<file path="src/rtl/disp_arbiter.sv">
// Round-robin owner selection for the shared 4-digit hex display, with a minimum dwell in ticks.
// Optional DISP_ARB_PRIO0_EN: requester 0 preempts any other owner and wins from IDLE.
module disp_arbiter #(
    parameter int unsigned DWELL = 4
) (
    input  logic        clk,
    input  logic        rst_n,
    input  logic        tick,
    input  logic [3:0]  req,
    input  logic [15:0] data0,
    input  logic [15:0] data1,
    input  logic [15:0] data2,
    input  logic [15:0] data3,
    output logic [3:0]  grant,
    output logic [1:0]  owner,
    output logic [15:0] dout,
    output logic [3:0]  blank
);

    // state | meaning
    // IDLE  | no owner, display blanked, dout forced to zero
    // HOLD  | one requester owns the display; cnt counts its dwell ticks
    typedef enum logic {
        IDLE = 1'b0,
        HOLD = 1'b1
    } state_t;

    localparam logic [7:0] DWELL_CNT = 8'(DWELL);

    state_t      st, st_nxt;
    logic [1:0]  owner_nxt;
    logic [1:0]  ptr, ptr_nxt;
    logic [7:0]  cnt, cnt_nxt;
    logic [3:0]  grant_nxt;
    logic [3:0]  others;
    logic [1:0]  pick_any, pick_oth, sel;
    logic        take;
    logic        prio_hold;
    logic        prio_idle;
    logic [15:0] owner_data;

    function automatic logic [1:0] rr_pick(input logic [3:0] r, input logic [1:0] p);
        logic [1:0] idx;
        logic       found;
        logic [1:0] res;
        res   = p;
        found = 1'b0;
        for (int i = 0; i < 4; i++) begin
            idx = p + 2'(i);
            if (!found && r[idx]) begin
                res   = idx;
                found = 1'b1;
            end
        end
        return res;
    endfunction

`ifdef DISP_ARB_PRIO0_EN
    assign prio_hold = (st == HOLD) && (owner != 2'd0) && req[0];
    assign prio_idle = req[0];
`else
    assign prio_hold = 1'b0;
    assign prio_idle = 1'b0;
`endif

    assign others   = req & ~grant;
    assign pick_any = rr_pick(req, ptr);
    assign pick_oth = rr_pick(others, ptr);

    always_comb begin
        st_nxt    = st;
        owner_nxt = owner;
        grant_nxt = grant;
        ptr_nxt   = ptr;
        cnt_nxt   = cnt;
        take      = 1'b0;
        sel       = pick_oth;
        case (st)
            IDLE: begin
                if (req != 4'd0) begin
                    take = 1'b1;
                    sel  = prio_idle ? 2'd0 : pick_any;
                end
            end
            HOLD: begin
                // Release beats preemption, expiry and tick; a switch swallows the tick.
                if (!req[owner]) begin
                    if (others != 4'd0) begin
                        take = 1'b1;
                    end else begin
                        st_nxt    = IDLE;
                        owner_nxt = 2'd0;
                        grant_nxt = 4'd0;
                        cnt_nxt   = 8'd0;
                    end
                end else if (prio_hold) begin
                    take = 1'b1;
                    sel  = 2'd0;
                end else if ((cnt == DWELL_CNT) && (others != 4'd0)) begin
                    take = 1'b1;
                end else if (tick && (cnt < DWELL_CNT)) begin
                    cnt_nxt = cnt + 8'd1;
                end
            end
            default: st_nxt = IDLE;
        endcase
        if (take) begin
            st_nxt    = HOLD;
            owner_nxt = sel;
            grant_nxt = 4'b0001 << sel;
            cnt_nxt   = 8'd0;
            ptr_nxt   = sel + 2'd1;
        end
    end

    always_comb begin
        owner_data = data0;
        case (owner)
            2'd0: owner_data = data0;
            2'd1: owner_data = data1;
            2'd2: owner_data = data2;
            2'd3: owner_data = data3;
            default: owner_data = data0;
        endcase
    end

    // dout/blank follow the registered state and owner, one cycle behind the grant.
    always_ff @(posedge clk) begin
        if (!rst_n) begin
            st    <= IDLE;
            owner <= 2'd0;
            grant <= 4'd0;
            ptr   <= 2'd0;
            cnt   <= 8'd0;
            dout  <= 16'h0000;
            blank <= 4'hF;
        end else begin
            st    <= st_nxt;
            owner <= owner_nxt;
            grant <= grant_nxt;
            ptr   <= ptr_nxt;
            cnt   <= cnt_nxt;
            dout  <= (st == HOLD) ? owner_data : 16'h0000;
            blank <= (st == HOLD) ? 4'h0 : 4'hF;
        end
    end

endmodule

</file>
<file path="config.mk">
export PLATFORM = sky130hd
export DESIGN_NAME = disp_arbiter
export DESIGN_NICKNAME = d
export VERILOG_FILES = /design/src/rtl/disp_arbiter.sv
export SDC_FILE = /design/constraint.sdc
export NUM_CORES = 1
export LEC_CHECK = 0
export CAP_MARGIN = 20
export CORE_ASPECT_RATIO = 0.5
export CORE_MARGIN = 3
export CORE_UTILIZATION = 40
export DETAILED_ROUTE_END_ITERATION = 8
export GPL_ROUTABILITY_DRIVEN = 0
export PLACE_DENSITY = 0.79
export SLEW_MARGIN = 25
export SYNTH_ARGS = -nofsm -noshare
export SYNTH_HDL_FRONTEND = slang
export SYNTH_SLANG_ARGS = --single-unit
</file>
<file path="constraint.sdc">
create_clock -name clk -period 2.3 [get_ports clk]
set_input_delay 0.23 -clock clk [delete_from_list [all_inputs] [get_ports clk]]
set_output_delay 0.23 -clock clk [all_outputs]
set_load 0.01 [all_outputs]
</file>
# Yosys cells after proc, flatten, opt, wreduce, memory -nomap -nowiden
# Cells that the tools add are included.
# W data, S select, Z words.
totals:
  register_bits: 37
  input_bits: 71
  out_inout_bits: 26
classes:
  add_sub_neg: 5
  n_lt_le_gt_ge: 6
  eq_ne: 9
  shifts: 1
  mux: 54
  bitwise: 4
  n_reduce_logical: 22
op_table:
  columns: ["cell", "count"]
  rows:
  - ["$pmux W16 S4", 1]
  - ["$mux W8", 4]
  - ["$mux W1", 22]
  - ["$mux W2", 11]
  - ["$mux W4", 5]
  - ["$bmux W1 S2", 9]
  - ["$lt A2 B3 Y1 const B", 5]
  - ["$add A8 B1 Y8 const B", 1]
  - ["$eq A8 B3 Y1 const B", 1]
  - ["$logic_and A1 B1 Y1", 8]
  - ["$lt A8 B3 Y1 const B", 1]
  - ["$ne A2 B2 Y1 const B", 4]
  - ["$reduce_bool A4 Y1", 2]
  - ["$logic_not A1 Y1", 6]
  - ["$add A2 B1 Y2 const B", 2]
  - ["$add A2 B2 Y2 const B", 2]
  - ["$and A4 B4 Y4", 1]
  - ["$eq A2 B2 Y1 const B", 2]
  - ["$not A4 Y4", 1]
  - ["$pmux W2 S2", 1]
  - ["$reduce_and A4 Y1", 1]
  - ["$shl A1 B2 Y4 const A", 1]
  - ["$reduce_and A3 Y1", 1]
  - ["$eq A2 B1 Y1 const B", 1]
  - ["other kinds (7)", 8]

# Longest topological paths before layout
logic_depth:
  ltp_word: 18
  depth_mapped: 10
  ltp_nobuf: 9

# Worst setup path before layout
# Ideal clock, no wire load.
synth_path:
  path_kind: "register to register"
  from: "reg owner[0]"
  to: "reg cnt[1]"
  setup_ns: 0.064
  arrival_time_ns: 1.930
  setup_slack_ns: 0.306
  stages_incl_launch_ff: 7
  n_path_buf: 1
  path_cell_list: "dfxtp_1 -> buf_2 -> mux4_2 -> o41ai_1 -> nand3_2 -> mux2_1 -> nor2_1"
synth_between:
  elab_chain_cells: 5
synth_rtl:
  columns: ["item", "line_no", "source"]
  rows:
  - ["start, declared", "15", "output logic [1:0] owner,"]
  - ["start signal, assigned", "139", "owner <= owner_nxt;"]
  - ["$bmux W1 S2 *", "87", "if (!req[owner]) begin"]
  - ["$mux W1 (implied by the code) *", "87", null]
  - ["$mux W1", "87", null]
  - ["$pmux W1 S2", "78", "case (st)"]
  - ["$reduce_or A2 Y1 (no source line)", null, null]
  - ["end signal, assigned", "142", "cnt <= cnt_nxt;"]
  - ["end, declared", "33", "logic [7:0] cnt, cnt_nxt;"]
# Every way passes the cells marked *; elsewhere a longest branch is shown, timed or not. The select of a mux whose other input is x is not followed.
# A chain may end at the register's enable or synchronous reset.

# Final worst setup path
layout_path:
  from: "in req[1]"
  to: "reg grant[3]"
layout_between:
  elab_chain_cells: 17
layout_rtl:
  columns: ["item", "line_no", "source"]
  rows:
  - ["start, declared", "9", "input logic [3:0] req,"]
  - ["$and A4 B4 Y4", "66", "assign others = req & ~grant;"]
  - ["$bmux W1 S2", "50", "if (!found && r[idx]) begin"]
  - ["$mux W1 (implied by the code)", "50", null]
  - ["$mux W1", "50", null]
  - ["$logic_not A1 Y1", "50", null]
  - ["$logic_and A1 B1 Y1", "50", null]
  - ["$mux W1", "50", null]
  - ["$logic_not A1 Y1", "50", null]
  - ["$logic_and A1 B1 Y1", "50", null]
  - ["$mux W1", "50", null]
  - ["$logic_not A1 Y1", "50", null]
  - ["$logic_and A1 B1 Y1", "50", null]
  - ["$mux W2", "50", null]
  - ["$mux W2", "80", "if (req != 4'd0) begin"]
  - ["$pmux W2 S2", "78", null]
  - ["$shl A1 B2 Y4", "110", "grant_nxt = 4'b0001 << sel;"]
  - ["$mux W4", "107", "if (take) begin"]
  - ["end signal, assigned", "140", "grant <= grant_nxt;"]
  - ["end, declared", "14", "output logic [3:0] grant,"]
# Several ways; a longest one is shown, not always the timed one. The select of a mux whose other input is x is not followed.

==> qor.csv <==
stage;metric;value;unit
place;place_inst;346;
sta;finClkSkew;3.24;ps
place;place_area;0.00297;mm^2
yosys;syn_nets;262;
drt;route.detailed.drc;0;
clock_network;cts_tree;done;
place;dp_hpwl;4.77;mm
layout;area.sequential;681;um^2
floorplan;core_area;0.00453;mm^2
grt;antenna_found_initial;0;
worst_setup_path;cp.arrival;2360;ps
layout;final_nets;360;
sta;fmax;458;MHz
drt;vias;1908;
clock_network;cts_root_buffer;clkbuf_8;
worst_setup_path;cp_max_fo;7;
drt;postRouteAntennaNets;0;
yosys;synthCells;189;
yosys;syn-cell-area;0.00194;mm^2
outcome;status;finished, final reports clean;
clock_network;postCtsSetupBuffers;0;
power_and_ir_drop;cellPowerDensity;854;mW/mm^2
floorplan;io_pins;97;
grt;grt_overflow;0;
floorplan;die_x;105;um
clock_network;cts.clk_slew.worst_paths;70;ps
sta;min_period;2180;ps
grt;grt_usage;21.2;%
floorplan;die-height;55.3;um
drt;drt_iter0_drc;114;
drt;wl_per_cell;16.9;um
clock_network;clockBufferDepth;2;
layout;final_common_cell;clkdlybuf4s50_1;
yosys;yosysTopAreaCellShare;35.1;%
clock_network;cts_buffers;5;
layout;fill_cells;360;
yosys;synth_flop_cell;dfxtp_1;
drt;avgViaCountPerCell;5.39;
yosys;synth_seq_cells;34;
layout;layout_common_cells;clkdlybuf4s50_1, dfxtp_1, nor2b_1;
clock_network;cts_resized;0;
drt;wirelength;5.99;mm
worst_setup_path;endpoint_kind;register;
layout;diodes;0;
layout;multi_input_area;0.00116;mm^2
sta;setup_viol;0;
clock_network;cts_sinks;34;
clock_network;cts_max_level;2;
sta;slew_headroom;62.0;%
yosys;ys_seq_area_share;35.1;%
layout;drive_gt1_share;14.6;%
drt;drt_first_pass_iters;6;
grt;first_global_vias;1865;
flow_run;drv_cap;0;
worst_setup_path;crit_path_start_kind;primary input;
floorplan;die_area;0.00578;mm^2
clock_network;clock_latency;290;ps
place;port_buffers;96;
yosys;synth.area.top_cells;dfxtp_1, mux4_2, nor2b_1, nor2_1, o21a_1;
sta;rsz0062_at_grt;false;
sta;fin_crit_sh;95.0;%
power_and_ir_drop;p_leak;1.10;nW
sta;finalHoldViolCount;0;
sta;worst_pin_slew;569;ps
yosys;synth_area_leader_cell;dfxtp_1;
worst_setup_path;criticalPathCategory;primary input to register;
yosys;yosys_warnings;0;
layout;synthToLayoutAreaGrowth;57.7;%
layout;utilization;67.6;%
layout;final_area;0.00306;mm^2
grt;grt_pass1_wl;9.57;mm
sta;finalMaxSlewViolations;0;
yosys;synthDistinctLibCells;49;
yosys;async_flop_share;0;%
yosys;synth_edf_count;0;
floorplan;start_util;42.9;%
layout;final_cells;354;
min_path;min_path_type;register to register;
yosys;avgSynthCellArea;10.3;um^2
worst_setup_path;cp.required;2480;ps
clock_network;hold_buffers;0;
power_and_ir_drop;vdd_drop_max;0.407;mV
grt;grt_max_degree;19;
floorplan;rows;17;
-- layer usage --
layer	wire length (um)	part of all wire, %	track usage [%]	vias to the layer above
li1	-	-	-	891
met3	408	6.8	6.18	12
met5	0	0	0	-
met2	2990	50	36.8	85
met4	85	1.4	6.25	0
met1	2510	42	25.7	920
-- worst max-delay path, cell delays in order --
cell and delay [ps]:
clkdlybuf4s50_1 470, and2b_1 260, nor2_1 320, o211ai_1 190, and2_4 180, a221oi_4 350
nor2_2 110, a22o_1 250
-- cells in the mapped netlist (all sizes together), types with 3 or more instances --
master / number
inv: 10
nand3: 5
o22ai: 3
mux4: 17
nor3: 6
dfxtp: 34
clkbuf: 5
nand2: 13
nor2b: 18
buf: 7
o21ai: 3
nand3b: 3
nor2: 14
a21oi: 8
o21a: 6
-- cell families (layout without fill, tap and decap cells) --
family / count (synthesis) / in the layout / share of synthesized area [%]
adders and majority gates: 2 / 2 / 1.29
muxes: 18 / 18 / 20.3
xor gates and xnor gates: 1 / 1 / 0.451
buffers and inverters: 22 / 121 / 5.41
DFF: 34 / 34 / 35.1
AOI/OAI and AO/OA: 41 / 41 / 16.7
and+or+nand+nor: 71 / 71 / 20.8
-- flip-flops by register name, summed over array words and instances (netlist names) --
name and flops:
cnt 8, ptr 2, blank 1, owner 2, st 1, grant 4, dout 16
-- report_power, final --
group	internal, W	switching, W
clock	0.000241	0.000216
combinational	0.000752	0.000595
sequential	0.000705	0.000104
-- cell type report --
type / count / area share (%)
clock buffers: 7 / 2.82
clock inverters: 1 / 0.163
inverters: 10 / 1.23
multi-input cells: 133 / 37.8
flip-flops and latches: 34 / 22.2
well taps: 66 / 2.70
repair buffers: 103 / 33.1
-- final timing paths --
check / start / end / slack [ps] / cells past startpoint
max: req[1] / grant[3] / 120 / 8
min: cnt[7] / cnt[7] / 480 / 1
max reg2reg: grant[1] / grant[3] / 170 / 7
min reg2reg: cnt[7] / cnt[7] / 480 / 1
-- through the flow --
step / hold WS [ps] / setup TNS (ps) / power [W] / worst slack [ps]
finish: 476 / 0 / 0.00261 / 115
global placement: 452 / -39.0 / 0.00213 / -19.6
floorplan: 387 / 0 / 0.00167 / 306
global route: 524 / 0 / 0.00277 / 42.2
CTS: 479 / 0 / 0.00263 / 193
detailed placement: 462 / -375 / 0.00217 / -111
Power figures use the tool's default switching activity.
